`src/rtl/piso_pkg.sv`:
```
// piso_pkg: shared FSM state type and encodings for piso_serializer.
// The PARITY encoding exists only when PISO_PARITY_EN is defined.
package piso_pkg;
  typedef logic [1:0] state_t;
  localparam state_t IDLE  = 2'd0;
  localparam state_t SHIFT = 2'd1;
`ifdef PISO_PARITY_EN
  localparam state_t PARITY = 2'd2;
`endif
endpackage

```
`src/rtl/piso_bit_counter.sv`:
```
// piso_bit_counter: frame bit counter 0..WIDTH-1 with clear, enable and terminal count.
module piso_bit_counter #(
  parameter int WIDTH = 8
) (
  input  logic clk,
  input  logic rst,
  input  logic clr,
  input  logic en,
  output logic tc
);
  localparam int CW = $clog2(WIDTH);
  logic [CW-1:0] cnt_q, cnt_d;
  always_comb cnt_d = clr ? '0 : en ? cnt_q + 1'b1 : cnt_q;
  always_ff @(posedge clk or negedge rst)
    if (!rst) cnt_q <= '0;
    else      cnt_q <= cnt_d;
  assign tc = cnt_q == CW'(WIDTH - 1);
endmodule

```
`src/rtl/piso_serializer.sv`:
```
// piso_serializer: parallel-in serial-out shifter with valid/ready input and last marker.
// Define PISO_PARITY_EN to append an even-parity bit to every frame.
module piso_serializer
  import piso_pkg::*;
#(
  parameter int WIDTH     = 8,
  parameter bit MSB_FIRST = 1'b1
) (
  input  logic             clk,
  input  logic             rst,
  input  logic             din_valid,
  output logic             din_ready,
  input  logic [WIDTH-1:0] din,
  output logic             dout,
  output logic             dout_valid,
  output logic             last,
  output logic             busy
);
  state_t state_q, state_d;
  logic [WIDTH-1:0] sh_q, sh_d;
  logic tc, accept, in_shift, end_bit, shift_bit;

  piso_bit_counter #(.WIDTH(WIDTH)) u_cnt (
    .clk (clk),
    .rst (rst),
    .clr (!in_shift || tc),
    .en  (in_shift),
    .tc  (tc)
  );

  assign in_shift  = state_q == SHIFT;
  assign shift_bit = MSB_FIRST ? sh_q[WIDTH-1] : sh_q[0];
  assign din_ready = state_q == IDLE || end_bit;
  assign accept    = din_valid && din_ready;
  assign dout_valid = state_q != IDLE;
  assign busy      = state_q != IDLE;
  assign last      = end_bit;

  always_comb sh_d = accept ? din
                   : in_shift ? (MSB_FIRST ? {sh_q[WIDTH-2:0], 1'b0} : {1'b0, sh_q[WIDTH-1:1]})
                   : sh_q;

`ifdef PISO_PARITY_EN
  logic par_q, par_d;
  // the frame ends on the parity cycle, which also carries the back-to-back handoff
  assign end_bit = state_q == PARITY;
  assign dout    = in_shift ? shift_bit : end_bit & par_q;
  always_comb begin
    par_d   = accept ? ^din : par_q;
    state_d = accept ? SHIFT : end_bit ? IDLE : (in_shift && tc) ? PARITY : state_q;
  end
  always_ff @(posedge clk or negedge rst)
    if (!rst) par_q <= 1'b0;
    else      par_q <= par_d;
`else
  assign end_bit = in_shift && tc;
  assign dout    = in_shift & shift_bit;
  always_comb state_d = accept ? SHIFT : end_bit ? IDLE : state_q;
`endif

  always_ff @(posedge clk or negedge rst)
    if (!rst) begin
      state_q <= IDLE;
      sh_q    <= '0;
    end else begin
      state_q <= state_d;
      sh_q    <= sh_d;
    end
endmodule

```
`config.mk`:
```
export PLATFORM = sky130hd
export DESIGN_NAME = piso_serializer
export DESIGN_NICKNAME = d
export VERILOG_FILES = /design/src/rtl/piso_pkg.sv /design/src/rtl/piso_bit_counter.sv /design/src/rtl/piso_serializer.sv
export SDC_FILE = /design/constraint.sdc
export NUM_CORES = 1
export LEC_CHECK = 0
export ABC_AREA = 1
export BUFFER_PORTS_ARGS = -buffer_cell sky130_fd_sc_hd__buf_2
export CAP_MARGIN = 10
export CORE_MARGIN = 3
export CORE_UTILIZATION = 50
export CTS_CLUSTER_DIAMETER = 50
export DETAILED_ROUTE_END_ITERATION = 8
export PLACE_DENSITY = 0.75
export SKIP_LAST_GASP = 1
export SLEW_MARGIN = 20
export SYNTH_ARGS = -nofsm -noshare
export SYNTH_HDL_FRONTEND = slang
export SYNTH_SLANG_ARGS = --single-unit
```
`constraint.sdc`:
```
create_clock -name clk -period 1.7 [get_ports clk]
set_input_delay 0.085 -clock clk [delete_from_list [all_inputs] [get_ports clk]]
set_output_delay 0.085 -clock clk [all_outputs]
set_load 0.05 [all_outputs]
```
==> summary.txt, run 1 <==
Power and ir drop
  • Seq pwr share: 36.3%
  • Internal Power: 726.3 uW
  • P_leak: 0.4340 nW
  • Clk pwr share: 16.4%
  • Switching power total: 619.3 uW
  • Worst VDD drop: 0.8505 mV
  • Comb pwr share: 47.3%
  • Switch share: 46.03%
  • Cell Pwr Density: 1743 nW/um^2

Synth
  • Mapped Cells: 77
  • Syn_area_per_cell: 8.758 um^2
  • Ys Warns: 0
  • Top cells by area, synth: dfrtp_1, nand3_2, nand2_1
  • Synth area leader: dfrtp_1
  • Synthesized flop and latch total: 12
  • Top cell type's share of synthesized area: 44.53%
  • Cell variety after synth: 12
  • Sequential area share after synthesis: 44.53%
  • Post-synth design cell area: 674.4 um^2
  • Post-Syn Nets: 90

Clock tree
  • TritonCTS Buffers: 3
  • CTS tree: built
  • H-tree depth: 1
  • Clock slew at the register clock pins of the worst setup and hold paths: 80 ps
  • Root buf cell: clkbuf_4
  • Clk buf depth: 2
  • Worst-skew pair later-pin latency: 260 ps
  • Sink Count: 12

Layout
  • Layout cells sized above 1: 34.41%
  • Fin cells: 107
  • Commonest non-fill, non-tap cell in the layout: nand2_1
  • Layout net count: 107
  • Final Core Density: 65.08%
  • Area grow syn2layout: 14.47%
  • Commonest non-fill, non-tap cells in the layout: nand2_1, buf_2, inv_1, dfrtp_1, nand3_2
  • Ant. Diodes: 0
  • Fillers: 107

Routing
  • WL final: 1.125 mm
  • Antenna-violating nets left: 0
  • Top Metal Used: met4
  • Wire length on met3: 81 um
  • Vias: 498
  • Wire per inst: 10.51 um
  • Initial DRC Count: 2
  • Drt drc: 0
  • Drt pass-1 iters: 3
  • Metal2 WL: 517 um
  • Met1 WL: 516 um
  • Vias per inst: 4.654

Setup path
  • CP most frequent cell: ha_1
  • Reg2reg start: u_cnt.cnt_q[0]$_DFFE_PN0P_
  • Worst path cell trace: ha_1, ha_1, inv_1, nand2_4, buf_2
  • Worst r2r dst: sh_q[6]$_DFFE_PN0P_
  • CP arrival: 1510 ps
  • Worst R2R Setup Slack: 380 ps
  • FF-to-FF path depth: 7
  • CP max stage cell: dfrtp_1
  • Critical Path Sink: din_ready
  • Worst Setup SP: u_cnt.cnt_q[0]$_DFFE_PN0P_
  • WP data required: 1620 ps
  • WS Path Type: reg2out
  • CP peak stage delay: 380 ps
  • Worst setup SP type: flip-flop
  • Max FO, Critical Path: 14
  • Worst Setup End Kind: primary output

Timing
  • Maximum clock rate: 0.6286 GHz
  • Final worst path period need: 1591 ps
  • Fin Clk Skew: 4.396 ps
  • Final period util: 93.57%
  • Pins Over Slew Limit: 0
  • Final hold vios: 0
  • Least-Margin Pin Slew: 313.2 ps
  • Setup repair after global routing missed its margin: false
  • Final setup margin: 109.3 ps
  • Setup total negative slack: 0 ps
  • Max_slew headroom: 79.07%
  • Count of final setup violators: 0

Global route
  • Gr usage total: 14.41%
  • Initial antenna violation count: 0
  • First-pass GRT wire length: 2.001 mm
  • Largest net degree at the start of global routing: 15
  • Global route overflow: 0
  • Vias in the first global route: 473

Floorplan
  • Core region area: 1186 um^2
  • Die height: 42.73 um
  • I/O pins: 16
  • Total die area: 1825 um^2
  • Starting Density: 56.86%
  • Chip Width: 42.73 um
  • Floorplan row count: 12

Run status
  • Outcome: finished clean

Job
  • Max_cap viols: 0

Place
  • DP Worst Slack: 398.8 ps
  • Placed Instances: 102
  • HPWL after DPL: 853 um
  • IO buf count: 15
  • Final Wtd Congestion: 0.7104

Min path
  • Hold Startpoint: din[0]
  • HP Class: in2reg
-- synthesized netlist by cell type --
cell and number:
nand2_4 2, buf_4 1, nand3_1 7, inv_1 12
ha_1 2, dfrtp_1 12, buf_6 3, nand3_2 8
nor2_4 1, nor2_1 7, nor2_2 2, nand2_1 20
-- worst min-delay path by stage --
stage                             endpoint  cells after the start
floorplan              sh_q[0]$_DFFE_PN0P_                      0
global placement       sh_q[7]$_DFFE_PN0P_                      1
detailed placement  state_q[0]$_DFFE_PN0P_                      1
CTS                    sh_q[0]$_DFFE_PN0P_                      3
global route           sh_q[3]$_DFFE_PN0P_                      3
finish                 sh_q[0]$_DFFE_PN0P_                      3
-- what timing repair did --
item,in CTS,in global routing
endpoints found under the setup margin,0,0
resized for setup,0,0
hold buffers,1,0
buffers inserted,0,0
endpoints found under the hold margin,12,0
-- sequential cells by signal, summed over array words and instances (netlist names) --
| name | count |
|---|---|
| sh_q | 8 |
| state_q | 1 |
| u_cnt.cnt_q | 3 |
-- final cells by class --
class	instances	area [um^2]	share of cell area (%)
multi-input cells	49	287.8	37.28
repair buffers	16	85.08	11.02
well taps	14	17.52	2.269
clock buffers	4	36.28	4.700
flip-flops and latches	12	300.3	38.90
inverters	12	45.04	5.835
-- layer usage --
layer  track usage [%]  up-vias
met5                 0        -
met4             3.727        0
met3             5.085        2
met2             22.46       13
met1             18.83      217
li1                  -      266
-- power by group through the flow --
| stage | clock, mW | sequential [mW] | combinational (mW) |
|---|---|---|---|
| 2_1_floorplan | 0 | 0.514 | 0.542 |
| 3_3_place_gp | 0 | 0.485 | 0.633 |
| 3_5_place_dp | 0 | 0.494 | 0.644 |
| 4_1_cts | 0.229 | 0.488 | 0.648 |
| 5_1_grt | 0.249 | 0.503 | 0.717 |
| 6_report | 0.221 | 0.488 | 0.636 |
-- cells by family (layout without fill, tap and decap cells) --
logic type	count (synthesis)	count (layout)	synth area share, %
buf+inv	16	32	12.80
flops	12	12	44.53
fa+ha+maj	2	2	3.710
simple gates	47	47	38.96
-- per-stage QoR --
| step | hold slack [ps] | power (mW) | area, um^2 |
|---|---|---|---|
| finish | 49.61 | 1.346 | 772.0 |
| global route | 73.91 | 1.469 | 772.0 |
| CTS | 43.15 | 1.366 | 772.0 |
| detailed placement | -23.20 | 1.137 | 725.7 |
| global placement | -27.65 | 1.118 | 725.7 |
| floorplan | -210.6 | 1.057 | 674.4 |
-- worst max-delay path: cells and delay by family (launching register included) --
kind,cells,cell delay (ps)
buffers and inverters,2,340
and+or+nand+nor,1,130
DFF,1,380
adders and majority gates,2,390
No activity file was read; power rests on OpenSTA's default activity.
==> run 2: changes to the inputs <==
--- a/config.mk
+++ b/config.mk
@@ -9,10 +9,10 @@
 export BUFFER_PORTS_ARGS = -buffer_cell sky130_fd_sc_hd__buf_2
 export CAP_MARGIN = 10
 export CORE_MARGIN = 3
-export CORE_UTILIZATION = 50
+export CORE_UTILIZATION = 45
 export CTS_CLUSTER_DIAMETER = 50
 export DETAILED_ROUTE_END_ITERATION = 8
-export PLACE_DENSITY = 0.75
+export PLACE_DENSITY = 0.71
 export SKIP_LAST_GASP = 1
 export SLEW_MARGIN = 20
 export SYNTH_ARGS = -nofsm -noshare
==> constraint.sdc (replaced) <==
create_clock -name clk -period 1.4 [get_ports clk]
set_input_delay 0.07 -clock clk [delete_from_list [all_inputs] [get_ports clk]]
set_output_delay 0.07 -clock clk [all_outputs]
set_load 0.05 [all_outputs]
==> run 2 against run 1 <==
Net effect: first-iteration DRC count grew to 11 times the previous value; sequential power is 22% higher; hold slack worse by 27 ps; critical path type unchanged; highest routed layer unchanged.
==> summary.txt, run 2 (synthesized netlist as in run 1, its figures left out) <==
Setup path
  • Worst R2R Setup Slack: 40 ps
  • Worst setup SP type: flip-flop
  • WS Path Type: reg2out
  • Reg2reg start: u_cnt.cnt_q[0]$_DFFE_PN0P_
  • FF-to-FF path depth: 8
  • Worst Setup End Kind: primary output
  • Max FO, Critical Path: 3
  • WP data required: 1330 ps
  • Worst r2r dst: sh_q[4]$_DFFE_PN0P_
  • CP arrival: 1290 ps

Run status
  • Outcome: finished clean

Global route
  • Vias in the first global route: 497
  • Initial antenna violation count: 0
  • Global route overflow: 0
  • Largest net degree at the start of global routing: 15
  • Gr usage total: 14.97%
  • First-pass GRT wire length: 2.035 mm

Routing
  • Drt drc: 0
  • Wire per inst: 11.32 um
  • Vias: 507
  • Vias per inst: 4.568
  • WL final: 1.257 mm
  • Antenna-violating nets left: 0
  • Initial DRC Count: 21
  • Drt pass-1 iters: 3

Floorplan
  • Die height: 44.71 um
  • I/O pins: 16
  • Total die area: 1999 um^2
  • Chip Width: 44.71 um
  • Starting Density: 49.95%
  • Floorplan row count: 13
  • Core region area: 1350 um^2

Power and ir drop
  • Worst VDD drop: 1.187 mV
  • Seq pwr share: 33.4%
  • Cell Pwr Density: 2182 nW/um^2
  • Internal Power: 984.1 uW
  • P_leak: 0.4458 nW
  • Comb pwr share: 51.1%
  • Clk pwr share: 15.5%
  • Switch share: 44.79%
  • Switching power total: 798.4 uW

Timing
  • Hold slack: 22.47 ps
  • Setup repair after global routing missed its margin: true
  • Pins Over Slew Limit: 0
  • Max_slew headroom: 78.31%
  • Least-Margin Pin Slew: 324.5 ps
  • Setup total negative slack: 0 ps
  • Final period util: 97.48%
  • Fin Clk Skew: 2.637 ps
  • Count of final setup violators: 0
  • Final worst path period need: 1365 ps
  • Maximum clock rate: 0.7328 GHz
  • Final hold vios: 0

Layout
  • Ant. Diodes: 0
  • Layout cells sized above 1: 40.63%
  • Largest regs: sh_q: 8 flops, u_cnt.cnt_q: 3 flops, state_q: 1 flops
  • Commonest non-fill, non-tap cells in the layout: nand2_1, buf_2, dfrtp_1, inv_1, nand3_2
  • Commonest non-fill, non-tap cell in the layout: nand2_1
  • Number of flip-flops in the largest register: 8
  • Register bank with the most flops: sh_q
  • Area grow syn2layout: 21.15%
  • Layout net count: 110

Clock tree
  • H-tree depth: 1
  • Sink Count: 12
  • Clock slew at the register clock pins of the worst setup and hold paths: 80 ps
  • Root buf cell: clkbuf_4
  • Clk buf depth: 2
  • CTS tree: built
  • TritonCTS Buffers: 3
  • Worst-skew pair later-pin latency: 270 ps

Min path
  • HP Class: in2reg
  • Worst Hold Endpoint: sh_q[0]$_DFFE_PN0P_
  • WHS Path Cells: 3
  • Hold Startpoint: din[0]

Place
  • HPWL after DPL: 829.4 um
  • IO buf count: 15
  • Final Wtd Congestion: 0.7414

Job
  • Max_cap viols: 0
-- run 2: changes by cell type in the layout (fill, tap and decap cells not counted), moves of 2 or more --
cell | before | now
buf_4 | 0 | 3
ha_1 | 2 | 0
ha_2 | 0 | 2
inv_2 | 0 | 2
inv_1 | 12 | 10
buf_2 | 15 | 13
-- run 2: worst max path at each step --
| stage | startpoint | end | slack (ps) | depth (start not counted) |
|---|---|---|---|---|
| after floorplan | state_q[0]$_DFFE_PN0P_ | sh_q[3]$_DFFE_PN0P_ | 50 | 4 |
| after global placement | u_cnt.cnt_q[0]$_DFFE_PN0P_ | sh_q[3]$_DFFE_PN0P_ | 120 | 7 |
| after detailed placement | u_cnt.cnt_q[0]$_DFFE_PN0P_ | sh_q[3]$_DFFE_PN0P_ | 90 | 7 |
| after CTS | u_cnt.cnt_q[0]$_DFFE_PN0P_ | din_ready | 8 | 5 |
| after global routing | u_cnt.cnt_q[0]$_DFFE_PN0P_ | sh_q[4]$_DFFE_PN0P_ | -20 | 8 |
| final | u_cnt.cnt_q[0]$_DFFE_PN0P_ | din_ready | 40 | 5 |
-- run 2: layout make-up --
| class | count | area, um^2 |
|---|---|---|
| fill | 117 | 533.0 |
| sequential | 12 | 300.3 |
| multi-input combinational | 49 | 292.8 |
| timing repair buffer | 19 | 123.9 |
| inverter | 12 | 45.04 |
| clock buffer | 4 | 36.28 |
| tap | 15 | 18.77 |
-- run 2: repair_timing --
action | in CTS | in global routing
endpoints found under the hold margin | 12 | 0
resized for setup | 7 | 2
endpoints found under the setup margin | 2 | 9
buffers inserted | 2 | 1
pin swaps | 0 | 0
hold buffers | 1 | 0
-- run 2: per-stage QoR --
step | setup WS, ps | util [%] | area, um^2 | instances | power [mW]
finish | 35.32 | 60.52 | 817.0 | 111 | 1.782
global route | -15.89 | 60.52 | 817.0 | 111 | 1.932
CTS | 7.975 | 59.78 | 807.0 | 110 | 1.779
detailed placement | 86.80 | 53.85 | 726.9 | 103 | 1.387
global placement | 116.5 | 53.85 | 726.9 | 103 | 1.359
floorplan | 50.45 | - | 674.4 | 77 | 1.283
-- run 2: worst max-delay path, cell delays in order (launching register included) --
cell     delay [ps]
dfrtp_1         390
ha_2            180
ha_2            170
inv_2            60
nand2_4          50
buf_8           160
-- run 2: metal layers --
layer | track usage, % | wire length (um) | up-vias
met1 | 18.48 | 581 | 219
met4 | 10.84 | 21 | 0
met5 | 0 | 0 | -
met2 | 22.64 | 584 | 14
met3 | 3.586 | 69 | 4
li1 | - | - | 270
-- run 2: power groups by stage --
| stage | clock network [mW] | registers, mW | logic, mW |
|---|---|---|---|
| 6_report | 0.276 | 0.596 | 0.910 |
| 5_1_grt | 0.299 | 0.614 | 1.02 |
| 4_1_cts | 0.287 | 0.596 | 0.896 |
| 3_5_place_dp | 0 | 0.603 | 0.784 |
| 3_3_place_gp | 0 | 0.591 | 0.768 |
| 2_1_floorplan | 0 | 0.624 | 0.659 |
